## config.mk

```make
export PLATFORM = sky130hd
export DESIGN_NAME = fft_reorder_ctrl
export DESIGN_NICKNAME = d
export VERILOG_FILES = /design/src/rtl/fft_reorder_ctrl.sv
export SDC_FILE = /design/constraint.sdc
export NUM_CORES = 2
export LEC_CHECK = 0
export BUFFER_PORTS_ARGS = -buffer_cell sky130_fd_sc_hd__buf_4
export CAP_MARGIN = 25
export CORE_MARGIN = 10
export CORE_UTILIZATION = 60
export DETAILED_ROUTE_END_ITERATION = 12
export PLACE_DENSITY_LB_ADDON = 0.15
export SYNTH_ARGS = -nofsm -noshare
export SYNTH_HDL_FRONTEND = slang
export SYNTH_SLANG_ARGS = --single-unit
```

## constraint.sdc

```tcl
create_clock -name clk -period 7.8 [get_ports clk]
set_input_delay 1.56 -clock clk [delete_from_list [all_inputs] [get_ports clk]]
set_output_delay 1.56 -clock clk [all_outputs]
set_load 0.05 [all_outputs]
```

## src/rtl/fft_reorder_ctrl.sv

```systemverilog
// Ping-pong reorder buffer: bit-reversed FFT output in, natural-order frames out.
// Optional `FFT_REORDER_DROP_CNT_EN adds a saturating count of refused input samples.
module fft_reorder_ctrl #(
    parameter int DATA_W = 17
) (
    input  logic                     clk,
    input  logic                     rst_n,
    input  logic                     in_valid,
    input  logic                     in_sop,
    input  logic signed [DATA_W-1:0] in_r,
    input  logic signed [DATA_W-1:0] in_i,
    output logic                     in_ready,
    output logic                     out_valid,
    output logic                     out_sop,
    output logic                     out_eop,
    output logic signed [DATA_W-1:0] out_r,
    output logic signed [DATA_W-1:0] out_i,
    input  logic                     out_ready,
    output logic                     frame_err
`ifdef FFT_REORDER_DROP_CNT_EN
    ,
    output logic [7:0]               drop_cnt
`endif
);

    function automatic logic [4:0] bitrev5(input logic [4:0] a);
        return {a[0], a[1], a[2], a[3], a[4]};
    endfunction

    // Both banks share one array; the top address bit selects the bank.
    logic signed [DATA_W-1:0] bank_r [64];
    logic signed [DATA_W-1:0] bank_i [64];

    logic [1:0] full;
    logic       wb;
    logic       rb;
    logic [4:0] wcnt;
    logic [4:0] rcnt;

    logic       accept;
    logic       wr_en;
    logic       take;
    logic [4:0] waddr;

    assign in_ready  = !full[wb];
    assign out_valid = full[rb];

    always_comb begin
        accept = in_valid && in_ready;
        // A non-SOP sample only counts once a frame has been opened by SOP.
        wr_en  = accept && (in_sop || (wcnt != '0));
        waddr  = in_sop ? '0 : bitrev5(wcnt);
        take   = out_valid && out_ready;
    end

    always_ff @(posedge clk) begin
        if (!rst_n && wr_en) begin
            bank_r[{wb, waddr}] <= in_r;
            bank_i[{wb, waddr}] <= in_i;
        end
    end

    always_ff @(posedge clk) begin
        if (rst_n) begin
            full      <= '0;
            wb        <= 1'b0;
            rb        <= 1'b0;
            wcnt      <= '0;
            rcnt      <= '0;
            frame_err <= 1'b0;
        end else begin
            frame_err <= accept && in_sop && (wcnt != '0);
            if (wr_en) begin
                if (in_sop) begin
                    wcnt <= 5'd1;
                end else if (wcnt == 5'd31) begin
                    full[wb] <= 1'b1;
                    wb       <= ~wb;
                    wcnt     <= '0;
                end else begin
                    wcnt <= wcnt + 5'd1;
                end
            end
            // Fill needs !full[wb] and drain needs full[rb], so they never hit the same flag.
            if (take) begin
                if (rcnt == 5'd31) begin
                    full[rb] <= 1'b0;
                    rb       <= ~rb;
                    rcnt     <= '0;
                end else begin
                    rcnt <= rcnt + 5'd1;
                end
            end
        end
    end

    always_comb begin
        out_r   = '0;
        out_i   = '0;
        out_sop = 1'b0;
        out_eop = 1'b0;
        if (out_valid) begin
            out_r   = bank_r[{rb, rcnt}];
            out_i   = bank_i[{rb, rcnt}];
            out_sop = (rcnt == 5'd0);
            out_eop = (rcnt == 5'd31);
        end
    end

`ifdef FFT_REORDER_DROP_CNT_EN
    always_ff @(posedge clk) begin
        if (rst_n) begin
            drop_cnt <= '0;
        end else if (in_valid && !in_ready && (drop_cnt != 8'hFF)) begin
            drop_cnt <= drop_cnt + 8'd1;
        end
    end
`endif

endmodule

```

# Word-level counts from Yosys, hierarchy flattened

Memory sizes are Yosys's and may differ from the RTL's.
Index checks and enable logic that the tools add are counted.

Memories kept: 2
Input port bits: 39
Output and inout bits: 39
Bits in writable memories: 2176
Word-level logic and storage cells: 61
Flip-flop bits (word level): 15

Bitwise gates (word level): 6
Eq/ne operators: 2
Reduce and logical (&&, ||, !) cells: 15
Magnitude comparators: 4
Muxes and demuxes: 24
Add/subtract/negate cells: 2

Memory list:

| name   | words | bits a word | rd ports | clocked after memory_dff | write ports | RTL line | RTL |
|---|---|---|---|---|---|---|---|
| bank_i | 64    | 17          | 1        | 0                        | 1           | 32       | `logic signed [DATA_W-1:0] bank_i [64];` |
| bank_r | 64    | 17          | 1        | 0                        | 1           | 31       | `logic signed [DATA_W-1:0] bank_r [64];` |

Operators with widths:

| kind                                               | count |
|---|---|
| 2-to-1 mux 17 bit                                  | 2 |
| 2-to-1 mux 5 bit                                   | 4 |
| 2-to-1 mux 2 bit                                   | 6 |
| adder 5 x 1 -> 5 bit, second input constant        | 2 |
| equality test 5 bit, second input constant         | 2 |
| 2-to-1 mux 1 bit                                   | 10 |
| logical AND 1 bit                                  | 8 |
| logical NOT 5 bit                                  | 1 |
| nonzero test 5 bit                                 | 1 |
| < comparator 1 x 2 -> 1 bit, second input constant | 2 |
| NOT 1 bit                                          | 3 |
| AND reduction 3 bit                                | 1 |
| bitwise AND 2 bit                                  | 1 |
| demux 1 bit (select 1 bit)                         | 2 |
| >= comparator 1 bit, second input constant         | 2 |
| logical NOT 1 bit                                  | 2 |
| NOT 2 bit                                          | 1 |
| bitwise OR 2 bit                                   | 1 |
| AND reduction 2 bit                                | 1 |
| logical OR 1 bit                                   | 1 |

# Depth between registers and ports, before layout

Depth after elaboration: 12
Depth in mapped cells: 10
Depth with buffers taken out: 7

# Least setup slack after synthesis

OpenSTA, ideal clock, no wires.

Path kind: input-to-reg
Start: input port rst_n
End: memory bank_i[23][0], enable pin
Path buffers: 1
Setup time: 0.425 ns
Path slack: 3.371 ns
Stages: 4
Arrival: 4.004 ns
Cell sequence: clkbuf_1 -> nor4b_1 -> nand3_1 -> nor2_1

Word-level cells in the longest chain between the ends: 4

Ends and longest elaborated chain:

| what                                   | RTL line | RTL |
|---|---|---|
| start, declared                        | 7        | `input logic rst_n,` |
| logical NOT 1 bit                      | 57       | `if (!rst_n && wr_en) begin` |
| logical AND 1 bit                      | 57       |  |
| 2-to-1 mux 1 bit                       | 57       |  |
| 2-to-1 mux 1 bit (not written as such) | 59       | `bank_i[{wb, waddr}] <= in_i;` |
| end, declared                          | 32       |  |

Every way passes these cells.

# Worst setup path in the final report

Start: register rcnt[2]
End: output port out_i[6]

Word-level cells in the longest chain between the ends: 2

Ends and longest elaborated chain:

| what                      | RTL line | RTL |
|---|---|---|
| start, declared           | 38       | `logic [4:0] rcnt;` |
| start signal, assigned    | 91       | `rcnt <= rcnt + 5'd1;` |
| memory read (64 x 17 bit) | n/a      |  |
| 2-to-1 mux 17 bit         | 102      | `if (out_valid) begin` |
| end, declared             | 17       | `output logic signed [DATA_W-1:0] out_i,` |

Every way passes these cells.

==> impl_metrics.csv <==
group,metric,value,unit
logic_synthesis,ys_seq_elements,2191,
critical_path,critPathMaxFanout,38,
timing,tns,0,ns
logic_synthesis,yosysTopAreaCell,"edfxtp_1",
detailed_routing,first_iter_violations,5986,
finish,final_core_util,67.8,%
logic_synthesis,yosysMostFrequentCell,"edfxtp_1",
detailed_routing,drt-total-wl,224000,µm
clock_network,ctsHoldBuffers,0,
power_and_ir_drop,irDropWorstVdd,0.238,mV
critical_path,reg2reg_to,"bank_r[7][5]",
critical_path,r2r_cells,6,
detailed_routing,route.met2.wl,105000,µm
power_and_ir_drop,cellLeakagePower,28.0,nW
finish,final_cell_area,93600,µm²
timing,worstMarginPinSlew,1.24,ns
timing,slew_viol_final,0,
critical_path,r2r_setup_slack,3.25,ns
finish,area_growth,11.8,%
global_route,grt_usage,28.8,%
logic_synthesis,synth_top_area_share,78.1,%
logic_synthesis,yosys-top-cells-area,"edfxtp_1 (78%), mux4_2 (12%), mux2i_1 (3.2%)",
clock_network,cts_root_buf,"clkbuf_16",
timing,final.setup_skew,0.0228,ns
global_route,grt_pass1_vias,41300,
detailed_routing,vias,42100,
critical_path,crit_top_cell,"buf_4",
die,initial_core_util,60.7,%
clock_network,cts_buffer_depth,3,
logic_synthesis,syn_inst,3778,
clock_network,cts_resized,0,
placement,place_area,87200,µm²
detailed_routing,wl_per_cell,37.3,µm
detailed_routing,drtAntennaViolNets,0,
detailed_routing,drt-met1-wl,85300,µm
critical_path,end_kind,"output port",
global_route,grt_max_degree,122,
global_route,grt-ovfl-total,0,
logic_synthesis,async_flop_share,0,%
logic_synthesis,netlist_area,83700,µm²
clock_network,numCtsBuffers,207,
finish,drive_above_1_share,24.8,%
logic_synthesis,seq_area_frac_synth,78.4,%
logic_synthesis,yosys_warnings,0,
finish,finalNetCount,4016,
critical_path,critPathLaunchType,"flip-flop",
detailed_routing,drc,0,
die,die_x,394,µm
power_and_ir_drop,p_per_area,243,nW/µm²
logic_synthesis,ys.flop_type,"edfxtp_1",
clock_network,post_cts_buffers,0,
timing,fmax,158,MHz
clock_network,htreeDepth,4,
logic_synthesis,syn_area_per_cell,22.2,µm²
timing,rsz0062_at_grt,"no",
logic_synthesis,synth_edf_count,2176,
die,core_area,138000,µm²
detailed_routing,drtPass1Iterations,6,
clock_network,clk_pin_slew,0.06,ns
placement,gp_congestion,0.814,
global_route,antenna_found_initial,12,
critical_path,crit_chain,"nand3_4, buf_4, o22ai_1, a2111oi_0, buf_1, a21oi_1, a22o_1, buf_4",
worst_hold_path,min_to,"full[0]",
critical_path,crit_type,"flip-flop to output port",
die,die_area,155000,µm²
detailed_routing,routed.top_layer,"met5",
timing,maxSlewHeadroom,17.5,%
critical_path,slowest_stage,"dfxtp_4",
critical_path,rr_startpoint,"wb",
timing,finalHoldViolations,0,
logic_synthesis,synth_common_cells,"edfxtp_1 (2176), mux4_2 (455), mux2i_1 (265)",
clock_network,tritoncts,"yes",
outcome,status,"complete, no violations",
detailed_routing,vias_per_cell,7.02,
die,rows,136,
timing,setup_violations,0,
placement,post-place-ws,2.47,ns
detailed_routing,wl_met3,27200,µm
logic_synthesis,syn-num-nets,3823,
critical_path,worst_ep_required_time,6.24,ns
timing,min_period_over_period,81.3,%
placement,dp_hpwl,122000,µm
die,die_height,394,µm
worst_hold_path,min_path_type,"flip-flop to flip-flop",
clock_network,cts_sinks,2191,
run,cap_violations,0,
timing,whs,0.562,ns
global_route,grt_pass1_wl,318000,µm
timing,layout_min_cycle_time,6.34,ns
critical_path,cpPeakStageDelay,0.83,ns
die,ioPinCount,78,
worst_hold_path,min_path_cells,2,
timing,fin_ws,1.46,ns
clock_network,clkLatencyLatePin,0.85,ns
critical_path,cp_data_arrival_time,4.78,ns
worst_hold_path,hold_start,"full[0]",
logic_synthesis,synth_cell_types,58,
placement,numPortBuffers,77,
[critical path: cells and delay by family (launching register included)]
kind | cells | cell delay (ns)
AOI/OAI and AO/OA | 4 | 1.31
DFF | 1 | 0.83
buffers and inverters | 3 | 0.98
and+or+nand+nor | 1 | 0.74
[state kept, by name (all words and copies together) (netlist names)]
signal	cells
rb	1
bank_r	1088
rcnt	5
wb	1
full	2
bank_i	1088
frame_err	1
wcnt	5
[logic make-up after synthesis]
logic type                 Yosys count  share of synthesized area (%)
and+or+nand+nor                    199                           1.08
muxes                              738                           15.7
AOI/OAI and AO/OA                  415                           3.42
xor gates and xnor gates             2                         0.0209
buffers and inverters              227                           1.32
DFF                               2191                           78.4
adders and majority gates            6                         0.0897
[layout make-up]
class | count | area, µm²
diodes | 4 | 10.0
clock buffers | 264 | 5460
clock inverters | 109 | 860
fillers | 8520 | 44400
inverters | 8 | 30.0
multi-input cells | 1360 | 17500
flip-flops and latches | 2191 | 65700
well taps | 1863 | 2330
repair buffers | 203 | 1720
[stage by stage]
| stage | std cells | power, mW |
|---|---|---|
| after floorplan | 3778 | 13.2 |
| after global placement | 5617 | 13.4 |
| after detailed placement | 5622 | 13.4 |
| after CTS | 5995 | 22.8 |
| after global routing | 6000 | 23.3 |
| final | 6002 | 22.7 |
[metal layers]
metal | GRT usage [%] | vias up
met1 | 41.8 | 22400
met4 | 8.23 | 16
met2 | 43.9 | 2810
li1 | - | 16500
met5 | 0 | -
met3 | 7.42 | 434
[placed cells by master (no fill, tap or decap), types with 5 or more instances in the layout]
master        n
a2111oi_0    11
a211o_1      11
a211oi_1     39
a21oi_1      86
a22o_1       28
a22oi_1      15
a32o_1        9
buf_12       10
buf_4       186
bufinv_16    11
clkbuf_1     54
clkbuf_16   210
clkinv_1     57
clkinv_2     28
dfxtp_1      10
dfxtp_4       5
edfxtp_1   2176
ha_1          6
inv_1         6
inv_6         5
mux2_2       18
mux2i_1     265
mux4_2      455
nand2_1      42
nand3_1      11
nand4_1       5
nor2_1       27
nor2_4       65
nor2b_4       5
nor3_1        9
o21ai_0      58
o221ai_1     69
o22ai_1      67
[worst max path at each step]
stage             from  slack [ns]            end
2_1_floorplan    rst_n        3.37  bank_i[23][0]
3_3_place_gp   rcnt[0]        1.94       out_i[6]
3_5_place_dp   rcnt[2]        2.47       out_i[6]
4_1_cts        rcnt[2]        1.57       out_i[6]
5_1_grt        rcnt[0]        1.45       out_i[6]
6_report       rcnt[2]        1.46       out_i[6]
[report_power, final]
part / total, mW / internal (mW) / switching (mW)
logic: 0.243 / 0.0283 / 0.215
clock network: 9.51 / 5.28 / 4.22
registers: 13.0 / 12.9 / 0.00380
(Power assumes the default switching activity.)
